## config.mk

```make
export PLATFORM = sky130hd
export DESIGN_NAME = vga_timing_gen
export DESIGN_NICKNAME = d
export VERILOG_FILES = /design/src/rtl/vga_timing_gen.sv
export SDC_FILE = /design/constraint.sdc
export NUM_CORES = 1
export LEC_CHECK = 0
export CORE_ASPECT_RATIO = 0.7
export CORE_UTILIZATION = 25
export CTS_CLUSTER_DIAMETER = 100
export DETAILED_ROUTE_END_ITERATION = 8
export GPL_ROUTABILITY_DRIVEN = 0
export HOLD_SLACK_MARGIN = 0.08
export SKIP_LAST_GASP = 1
export SLEW_MARGIN = 20
export SYNTH_ARGS = -nofsm -noshare
export SYNTH_HDL_FRONTEND = slang
export SYNTH_SLANG_ARGS = --single-unit
```

## constraint.sdc

```tcl
create_clock -name CLK -period 2.53 [get_ports CLK]
set_input_delay 0.506 -clock CLK [delete_from_list [all_inputs] [get_ports CLK]]
set_output_delay 0.506 -clock CLK [all_outputs]
set_load 0.02 [all_outputs]
```

## src/rtl/vga_timing_gen.sv

```systemverilog
// ---------------------------------------------------------------------------
// vga_timing_gen
//
// Parametrised VGA raster timing generator with a small built-in test-pattern
// source. The raster counters advance one pixel per CLK edge on which pix_ce
// is high. Every output is registered. Each output is decoded from the
// counter values held before that same edge, so sync, de, coordinates and
// colour share one pixel of latency and stay mutually aligned.
//
// Ports
//   CLK          system clock
//   RST_N        asynchronous active-low reset
//   pix_ce       pixel clock enable; the raster only moves when high
//   mode[1:0]    pattern select: 0 off, 1 white, 2 colour bars, 3 grid
//   h_sync       horizontal sync, active level given by H_POL
//   v_sync       vertical sync, active level given by V_POL
//   de           display enable, high inside the active area
//   x, y         pixel column / row, forced to 0 outside the active area
//   line_start   one-CLK strobe on the update for column 0 of every line
//   frame_start  one-CLK strobe on the update for pixel (0,0)
//   pix_valid    outputs were updated on this cycle (registered pix_ce)
//   red/green/blue  1-bit pattern colour, 0 whenever de is low
// ---------------------------------------------------------------------------
module vga_timing_gen #(
  parameter int H_ACTIVE = 400,
  parameter int H_FP     = 20,
  parameter int H_SYNC   = 61,
  parameter int H_BP     = 27,
  parameter int V_ACTIVE = 480,
  parameter int V_FP     = 10,
  parameter int V_SYNC   = 2,
  parameter int V_BP     = 33,
  parameter int H_POL    = 0,
  parameter int V_POL    = 0,
  parameter int CNT_W    = 11
) (
  input  logic             CLK,
  input  logic             RST_N,
  input  logic             pix_ce,
  input  logic [1:0]       mode,
  output logic             h_sync,
  output logic             v_sync,
  output logic             de,
  output logic [CNT_W-1:0] x,
  output logic [CNT_W-1:0] y,
  output logic             line_start,
  output logic             frame_start,
  output logic             pix_valid,
  output logic             red,
  output logic             green,
  output logic             blue
);

  localparam int H_TOTAL = H_ACTIVE + H_FP + H_SYNC + H_BP;
  localparam int V_TOTAL = V_ACTIVE + V_FP + V_SYNC + V_BP;

  // Width of one colour bar; the bar index is found with constant
  // thresholds so no divider is built.
  localparam int BAR_W = H_ACTIVE / 8;

  localparam logic [CNT_W-1:0] H_LAST     = CNT_W'(H_TOTAL - 1);
  localparam logic [CNT_W-1:0] V_LAST     = CNT_W'(V_TOTAL - 1);
  localparam logic [CNT_W-1:0] H_ACT_END  = CNT_W'(H_ACTIVE);
  localparam logic [CNT_W-1:0] V_ACT_END  = CNT_W'(V_ACTIVE);
  localparam logic [CNT_W-1:0] H_ACT_LAST = CNT_W'(H_ACTIVE - 1);
  localparam logic [CNT_W-1:0] V_ACT_LAST = CNT_W'(V_ACTIVE - 1);
  localparam logic [CNT_W-1:0] H_SYNC_BEG = CNT_W'(H_ACTIVE + H_FP);
  localparam logic [CNT_W-1:0] H_SYNC_END = CNT_W'(H_ACTIVE + H_FP + H_SYNC);
  localparam logic [CNT_W-1:0] V_SYNC_BEG = CNT_W'(V_ACTIVE + V_FP);
  localparam logic [CNT_W-1:0] V_SYNC_END = CNT_W'(V_ACTIVE + V_FP + V_SYNC);

  // Active levels of the sync outputs.
  localparam logic H_ON = (H_POL != 0);
  localparam logic V_ON = (V_POL != 0);

  // -------------------------------------------------------------------------
  // Raster state
  // -------------------------------------------------------------------------
  logic [CNT_W-1:0] hc_reg;
  logic [CNT_W-1:0] vc_reg;
  logic [1:0]       mode_reg;   // pattern mode latched at frame start

  logic [CNT_W-1:0] hc_next;
  logic [CNT_W-1:0] vc_next;

  always_comb begin
    hc_next = hc_reg + 1'b1;
    vc_next = vc_reg;
    if (hc_reg == H_LAST) begin
      hc_next = '0;
      vc_next = (vc_reg == V_LAST) ? '0 : vc_reg + 1'b1;
    end
  end

  // -------------------------------------------------------------------------
  // Decode of the current (pre-increment) position
  // -------------------------------------------------------------------------
  logic hc_zero;
  logic vc_zero;
  logic first_pix;
  logic in_active;
  logic hs_act;
  logic vs_act;

  always_comb begin
    hc_zero   = (hc_reg == '0);
    vc_zero   = (vc_reg == '0);
    first_pix = hc_zero && vc_zero;
    in_active = (hc_reg < H_ACT_END) && (vc_reg < V_ACT_END);
    hs_act    = (hc_reg >= H_SYNC_BEG) && (hc_reg < H_SYNC_END);
    // vc only moves when hc wraps, so this can only change on hc == 0
    vs_act    = (vc_reg >= V_SYNC_BEG) && (vc_reg < V_SYNC_END);
  end

  // The mode sampled on the frame-start edge already applies to pixel (0,0);
  // for every other pixel of the frame the latched copy is used, so a
  // mid-frame change cannot tear the picture.
  logic [1:0] mode_eff;
  always_comb begin
    mode_eff = first_pix ? mode : mode_reg;
  end

  // -------------------------------------------------------------------------
  // Colour-bar index: thermometer of "hc >= k*BAR_W" for k = 1..7. Columns
  // past 8*BAR_W (when H_ACTIVE is not a multiple of 8) stay on bar 7.
  // -------------------------------------------------------------------------
  logic [6:0] bar_ge;

  generate
    for (genvar gi = 1; gi < 8; gi++) begin : g_bar_thr
      assign bar_ge[gi-1] = (hc_reg >= CNT_W'(gi * BAR_W));
    end
  endgenerate

  logic [2:0] bar_idx;
  always_comb begin
    bar_idx = 3'd0;
    for (int i = 0; i < 7; i++) begin
      if (bar_ge[i]) begin
        bar_idx = 3'(i + 1);
      end
    end
  end

  // Grid: a line every 16 pixels in both directions plus a closing border on
  // the last active column and row.
  logic grid_on;
  always_comb begin
    grid_on = (hc_reg[3:0] == 4'd0) || (vc_reg[3:0] == 4'd0) ||
              (hc_reg == H_ACT_LAST) || (vc_reg == V_ACT_LAST);
  end

  logic [2:0] rgb_next;
  always_comb begin
    rgb_next = 3'b000;
    if (in_active) begin
      case (mode_eff)
        2'd1:    rgb_next = 3'b111;
        2'd2:    rgb_next = bar_idx;
        2'd3:    rgb_next = grid_on ? 3'b111 : 3'b000;
        default: rgb_next = 3'b000;
      endcase
    end
  end

  // -------------------------------------------------------------------------
  // Registered state and outputs
  // -------------------------------------------------------------------------
  always_ff @(posedge CLK or negedge RST_N) begin
    if (!RST_N) begin
      hc_reg      <= '0;
      vc_reg      <= '0;
      mode_reg    <= 2'd0;
      h_sync      <= ~H_ON;
      v_sync      <= ~V_ON;
      de          <= 1'b0;
      x           <= '0;
      y           <= '0;
      line_start  <= 1'b0;
      frame_start <= 1'b0;
      pix_valid   <= 1'b0;
      red         <= 1'b0;
      green       <= 1'b0;
      blue        <= 1'b0;
    end else begin
      // Strobes and pix_valid are rewritten every CLK so they stay exactly
      // one CLK wide whatever the pix_ce duty cycle.
      pix_valid   <= pix_ce;
      line_start  <= pix_ce && hc_zero;
      frame_start <= pix_ce && first_pix;

      if (pix_ce) begin
        hc_reg <= hc_next;
        vc_reg <= vc_next;
        if (first_pix) begin
          mode_reg <= mode;
        end

        h_sync <= hs_act ? H_ON : ~H_ON;
        v_sync <= vs_act ? V_ON : ~V_ON;
        de     <= in_active;
        x      <= in_active ? hc_reg : '0;
        y      <= in_active ? vc_reg : '0;
        {red, green, blue} <= rgb_next;
      end
    end
  end

endmodule

```

**After elaboration in Yosys (flattened, before gate mapping)**

Cells that the tools add are included.

- Word-level logic and storage cells: 67
- RAM bits: 0
- Input port bits: 5
- Register bits after elaboration: 55
- Memory bits (read-only): 0
- Output and inout port bits: 31
- Bits in latches: 0
- Memories: 0

- Reductions and logical operators: 14
- Eq/ne operators: 7
- Multiply operators: 0
- Divide/modulo/power cells: 0
- Bitwise gates (word level): 0
- Shift operators: 0
- Add/subtract/negate cells: 2
- Magnitude comparators: 13
- Mux-type cells: 17

Operators with widths:

| cell | count |
|---|---|
| $ge A11 B9 Y1 const B | 4 |
| $lt A11 B9 Y1 const B | 4 |
| $mux W11 | 4 |
| $eq A11 B9 Y1 const B | 3 |
| $ge A11 B8 Y1 const B | 3 |
| $mux W3 | 8 |
| $add A11 B1 Y11 const B | 2 |
| $logic_not A11 Y1 | 2 |
| $eq A11 B10 Y1 const B | 1 |
| $ge A11 B6 Y1 const B | 1 |
| $ge A11 B7 Y1 const B | 1 |
| $pmux W3 S3 | 1 |
| $logic_not A4 Y1 | 2 |
| $logic_and A1 B1 Y1 | 6 |
| $eq A2 B2 Y1 const B | 2 |
| $logic_or A1 B1 Y1 | 3 |
| $mux W1 | 3 |
| $eq A2 B1 Y1 const B | 1 |
| $mux W2 | 1 |
| $reduce_and A2 Y1 | 1 |

**Depth between registers and ports, before layout**

- Word-level depth: 10
- Mapped depth: 9
- Mapped depth without buffers: 8

**Least setup slack after synthesis**

OpenSTA, ideal clock, no wires.

- Kind: register to register
- Start: reg hc_reg[1]
- End: reg red
- Clock period less this slack: 2.492 ns
- Arrival: 2.406 ns
- Setup slack: 0.038 ns
- Stages on the path, launching flop included: 10
- Required time: 2.444 ns
- Cells stage by stage: dfrtp_1 clkbuf_1 inv_1 ha_1 or3b_1 or4_4 or4_4 a21oi_2 inv_1 o221ai_2

- Word-level cells in the longest chain between the ends: 8
- Elaborated cells between the ends (all ways): 26
- Classes of those cells: order compare: 6; eq/ne: 4; mux: 9; reduce/logical: 7

RTL lines:

| element | RTL line | RTL |
|---|---|---|
| start: declaration | 79 | `logic [CNT_W-1:0] hc_reg;` |
| start signal: assignment | 193 | `hc_reg <= hc_next;` |
| $ge A11 B8 Y1 | 131 | `assign bar_ge[gi-1] = (hc_reg >= CNT_W'(gi * BAR_W));` |
| $mux W3 (5 in a row) | 139 | `if (bar_ge[i]) begin` |
| $pmux W3 S3 | 157 | `case (mode_eff)` |
| $mux W3 * | 156 | `if (in_active) begin` |
| end signal: assignment | 204 | `{red, green, blue} <= rgb_next;` |
| end: declaration | 49 | `output logic red,` |

Mark *: on every way between the ends. The rest lies on a longest branch, timed or not.
A chain may end at the register's enable or synchronous reset.

**Worst setup path in the final report**

Same ends and word-level chain as after synthesis.

==> results.md <==
- Library cell contributing the largest single delay on the critical path: sky130_fd_sc_hd__or4_4
- Via Count: ~2100
- Element type at the critical path start: flop
- Overall global routing resource usage: between 10% and 20%
- Critical R2R Launch: hc_reg[1]
- Total of warnings raised by yosys: 0
- Layout Nets: about 320
- Violated checks: DRC
- Slack of the worst reg-to-reg path: 0.13 ns
- Synth async-reset ratio: 100.0%
- Die area: between 10000 and 15000 um2
- Clock tree from TritonCTS: built
- Area leader, netlist: sky130_fd_sc_hd__dfrtp_1
- Worst Clk Skew: 0.006654 ns
- Count of state elements after synthesis: 55
- Area after DPL: approximately 3300 um2
- Final design area excluding fillers: about 3400 um2
- Post-layout util: between 30% and 40%
- Initial core utilization: 25.75%
- Required time of the critical path: 2.74 ns
- Peak supply drop: 0.2548 mV
- Fin cells: between 400 and 500
- Buffers from clock root to sink, at most: 2
- Setup Viol. Count Final: 0
- Critical-path cell list: inv_1, ha_1, or3b_4, or4_4, or4_4, a21oi_4, inv_1, o221ai_2
- Critical Path Fanout Max: 4
- Global-route wire length before repair: 10740 um
- Worst max-slew margin expressed relative to the limit: 57.37%
- Number of placed instances, taps included: 431
- Final critical-path required period: 2.398 ns
- Number of different library cells in the post-synthesis netlist: 46
- Final Hold Fails: 0
- Final max-slew violation count: 0
- Number of setup buffers added after CTS: 0
- Source-to-sink clock delay at the later pin of the worst-skew pair: a little under 0.3 ns
- Number of rows in the core area: 31
- Tot Pwr: 2.624 mW
- Net Count, Synth: between 200 and 300
- Family of cells with the greatest summed delay on the critical path: simple AND/OR/NAND/NOR gates
- Arrival time reported for the critical path endpoint: around 2.6 ns
- Peak clock frequency supported by timing: between 400 and 500 MHz
- Number of filler cells placed in the layout: 1033
- Largest stage delay on the critical path: around 0.5 ns
- Number of CTS-inserted buffers: 5
- Dominant cells by area after synthesis: sky130_fd_sc_hd__dfrtp_1 50%, sky130_fd_sc_hd__a22o_1 5.9%, sky130_fd_sc_hd__nor2_1 3.2%
- Clock input transition at the sequential cells of the worst setup and hold paths: 0.07 ns
- Ratio of routed vias to standard cells: just under 5
- R2R Path End: red
- Sink count of the clock tree: 55
- Sort of element at the end of the critical path: flop
- Core Area: approximately 10000 um2
- Diode insertion count for antenna repair: 0
- Buffer cell driving the clock tree root: sky130_fd_sc_hd__clkbuf_16
- Post-DP HPWL: 4779 um
- Height of the die: 88.41 um
- CTS HTree Levels: 2
- Slew of the pin with the lowest slew margin: roughly 0.64 ns
- Post-detailed-routing wire length: 6457 um
- Sequential share of the synthesized area: about 52%
- Unrepaired setup endpoints after global routing: no
- Proportion of netlist area held by the largest area contributor: between 40% and 50%
- Number of enable flip-flop cells after synthesis: 0
- R2R depth: 8
- Via count of the first global-routing pass: between 2000 and 2500
- Status: finished with violations
- Fraction of final layout cells sized beyond drive strength 1: 13.03%
- Routed wirelength normalized by instance count: between 10 and 15 um
- Syn Area/Cell: 10.06 um2
- Maximum number of pins on one net before global-route repair: 31
- Gate count of the mapped netlist: between 200 and 300
- Router iterations before antenna repair: 7
- I/O pins: 36
- Area added between synthesis and finish: 28.72%
- Total Neg Setup Slack: 0 ns
- Final ANT Viol Nets: 0
- Ratio of total power to cell area: roughly 760 nW/um2
- Tcrit/Tclk final: 94.80%
- Maximum capacitance violations: 0
- Iter 0 DRT Violations: roughly 170
- Total leakage power: about 1.5 nW
- Synth Flop Type: sky130_fd_sc_hd__dfrtp_1
- Post-synthesis instance area: between 2000 and 3000 um2
- Number of buffers and inverters on the critical path: 2
- Die extent in x: roughly 130 um
- Number of port buffers: 35
- Antenna violations before repair: 0
- Leftover overflow at the end of global routing: 0
- Worst hold path class: in -> async
- DRC Markers: 5
- Critical path start-end classification: reg -> reg
-- cell families (layout without fill, tap and decap cells) --
logic type | Yosys count | after routing | synth area share, %
flip-flops | 55 | 55 | 51.71
multiplexers | 3 | 3 | 1.220
buffers and inverters | 29 | 71 | 4.083
AND/OR/NAND/NOR | 100 | 100 | 20.04
adder cells (fa/ha/maj) | 4 | 4 | 1.877
AO/OA/AOI/OAI | 58 | 58 | 15.81
XOR/XNOR | 16 | 16 | 5.256
-- layout by cell type, fill, tap and decap left out, types with 5 or more instances in the layout --
cell and n:
sky130_fd_sc_hd__clkbuf_16 5, sky130_fd_sc_hd__nand4_1 6, sky130_fd_sc_hd__inv_1 10, sky130_fd_sc_hd__xnor2_1 9, sky130_fd_sc_hd__nand3_1 8, sky130_fd_sc_hd__xor2_1 7
sky130_fd_sc_hd__nor2_1 23, sky130_fd_sc_hd__nor4_1 5, sky130_fd_sc_hd__a22o_1 18, sky130_fd_sc_hd__clkdlybuf4s50_1 34, sky130_fd_sc_hd__nor2b_1 9, sky130_fd_sc_hd__o21ai_0 11
sky130_fd_sc_hd__nor3_1 5, sky130_fd_sc_hd__buf_4 17, sky130_fd_sc_hd__nand2_1 20, sky130_fd_sc_hd__a21oi_1 6, sky130_fd_sc_hd__dfrtp_1 53
-- how the worst max path moves through the flow --
stage | startpoint | end | slack [ns] | depth (start not counted)
finish | hc_reg[1] | red | 0.13 | 8
global route | hc_reg[1] | red | 0.02 | 8
CTS | hc_reg[1] | red | 0.07 | 8
detailed placement | hc_reg[1] | red | 0.09 | 8
global placement | hc_reg[1] | red | 0.13 | 8
floorplan | hc_reg[1] | red | 0.04 | 9
-- metal layers --
layer | global-route usage [%] | share of wire [%] | up-vias
met3 | 3.507 | 6.6 | 2
met4 | 3.769 | 0.37 | 0
met1 | 18.07 | 52 | 1037
met5 | 0 | 0 | -
met2 | 17.98 | 41 | 59
li1 | - | - | 1032
-- repair_timing --
| item | CTS | global route |
|---|---|---|
| gates resized for setup | 0 | 2 |
| endpoints found under the setup margin | 0 | 1 |
| hold buffers | 0 | 0 |
-- worst register-to-register path, delay by kind of cell, from the launching register on --
kind,cells,cell delay [ns]
AOI/OAI and AO/OA,2,0.28
adders and majority gates,1,0.13
buffers and inverters,2,0.13
DFF,1,0.38
and+or+nand+nor,3,1.41
-- cell usage after synthesis (3+ instances only) --
master and number:
sky130_fd_sc_hd__nor2_1 23, sky130_fd_sc_hd__a21o_1 3, sky130_fd_sc_hd__o21ai_0 11, sky130_fd_sc_hd__nand2b_1 3
sky130_fd_sc_hd__or3_1 4, sky130_fd_sc_hd__nand2_1 20, sky130_fd_sc_hd__ha_1 4, sky130_fd_sc_hd__and3_1 4
sky130_fd_sc_hd__a31oi_1 4, sky130_fd_sc_hd__dfrtp_1 53, sky130_fd_sc_hd__nor2b_1 9, sky130_fd_sc_hd__inv_1 10
sky130_fd_sc_hd__nor4_1 5, sky130_fd_sc_hd__nand3_1 8, sky130_fd_sc_hd__a21oi_1 6, sky130_fd_sc_hd__xor2_1 7
sky130_fd_sc_hd__xnor2_1 9, sky130_fd_sc_hd__clkbuf_1 17, sky130_fd_sc_hd__nand4_1 6, sky130_fd_sc_hd__nor3_1 5
sky130_fd_sc_hd__or2_2 3, sky130_fd_sc_hd__a22o_1 18
-- layout make-up --
cell class / instances / area, um2 / area share [%]
clock buffer: 5 / 125.1 / 3.646
clock inverter: 3 / 43.79 / 1.276
inverter: 10 / 37.54 / 1.094
multi-input combinational: 181 / 1189 / 34.63
sequential: 55 / 1379 / 40.17
tap: 132 / 165.2 / 4.812
timing repair buffer: 53 / 493.0 / 14.36
-- metrics by stage --
step / setup WS [ns] / hold WS, ns
finish: 0.1315 / 0.2359
global route: 0.01718 / 0.2761
CTS: 0.07146 / 0.2581
detailed placement: 0.08542 / 0.4858
global placement: 0.1305 / 0.4669
floorplan: 0.03825 / 0.2104
-- where the power goes --
part           switching (mW)  leakage, nW  internal [mW]
registers              0.0570        0.716          0.982
clock network           0.318       0.0838          0.467
logic                   0.454        0.680          0.345
total                   0.829         1.48           1.79
Power figures use the tool's default switching activity.
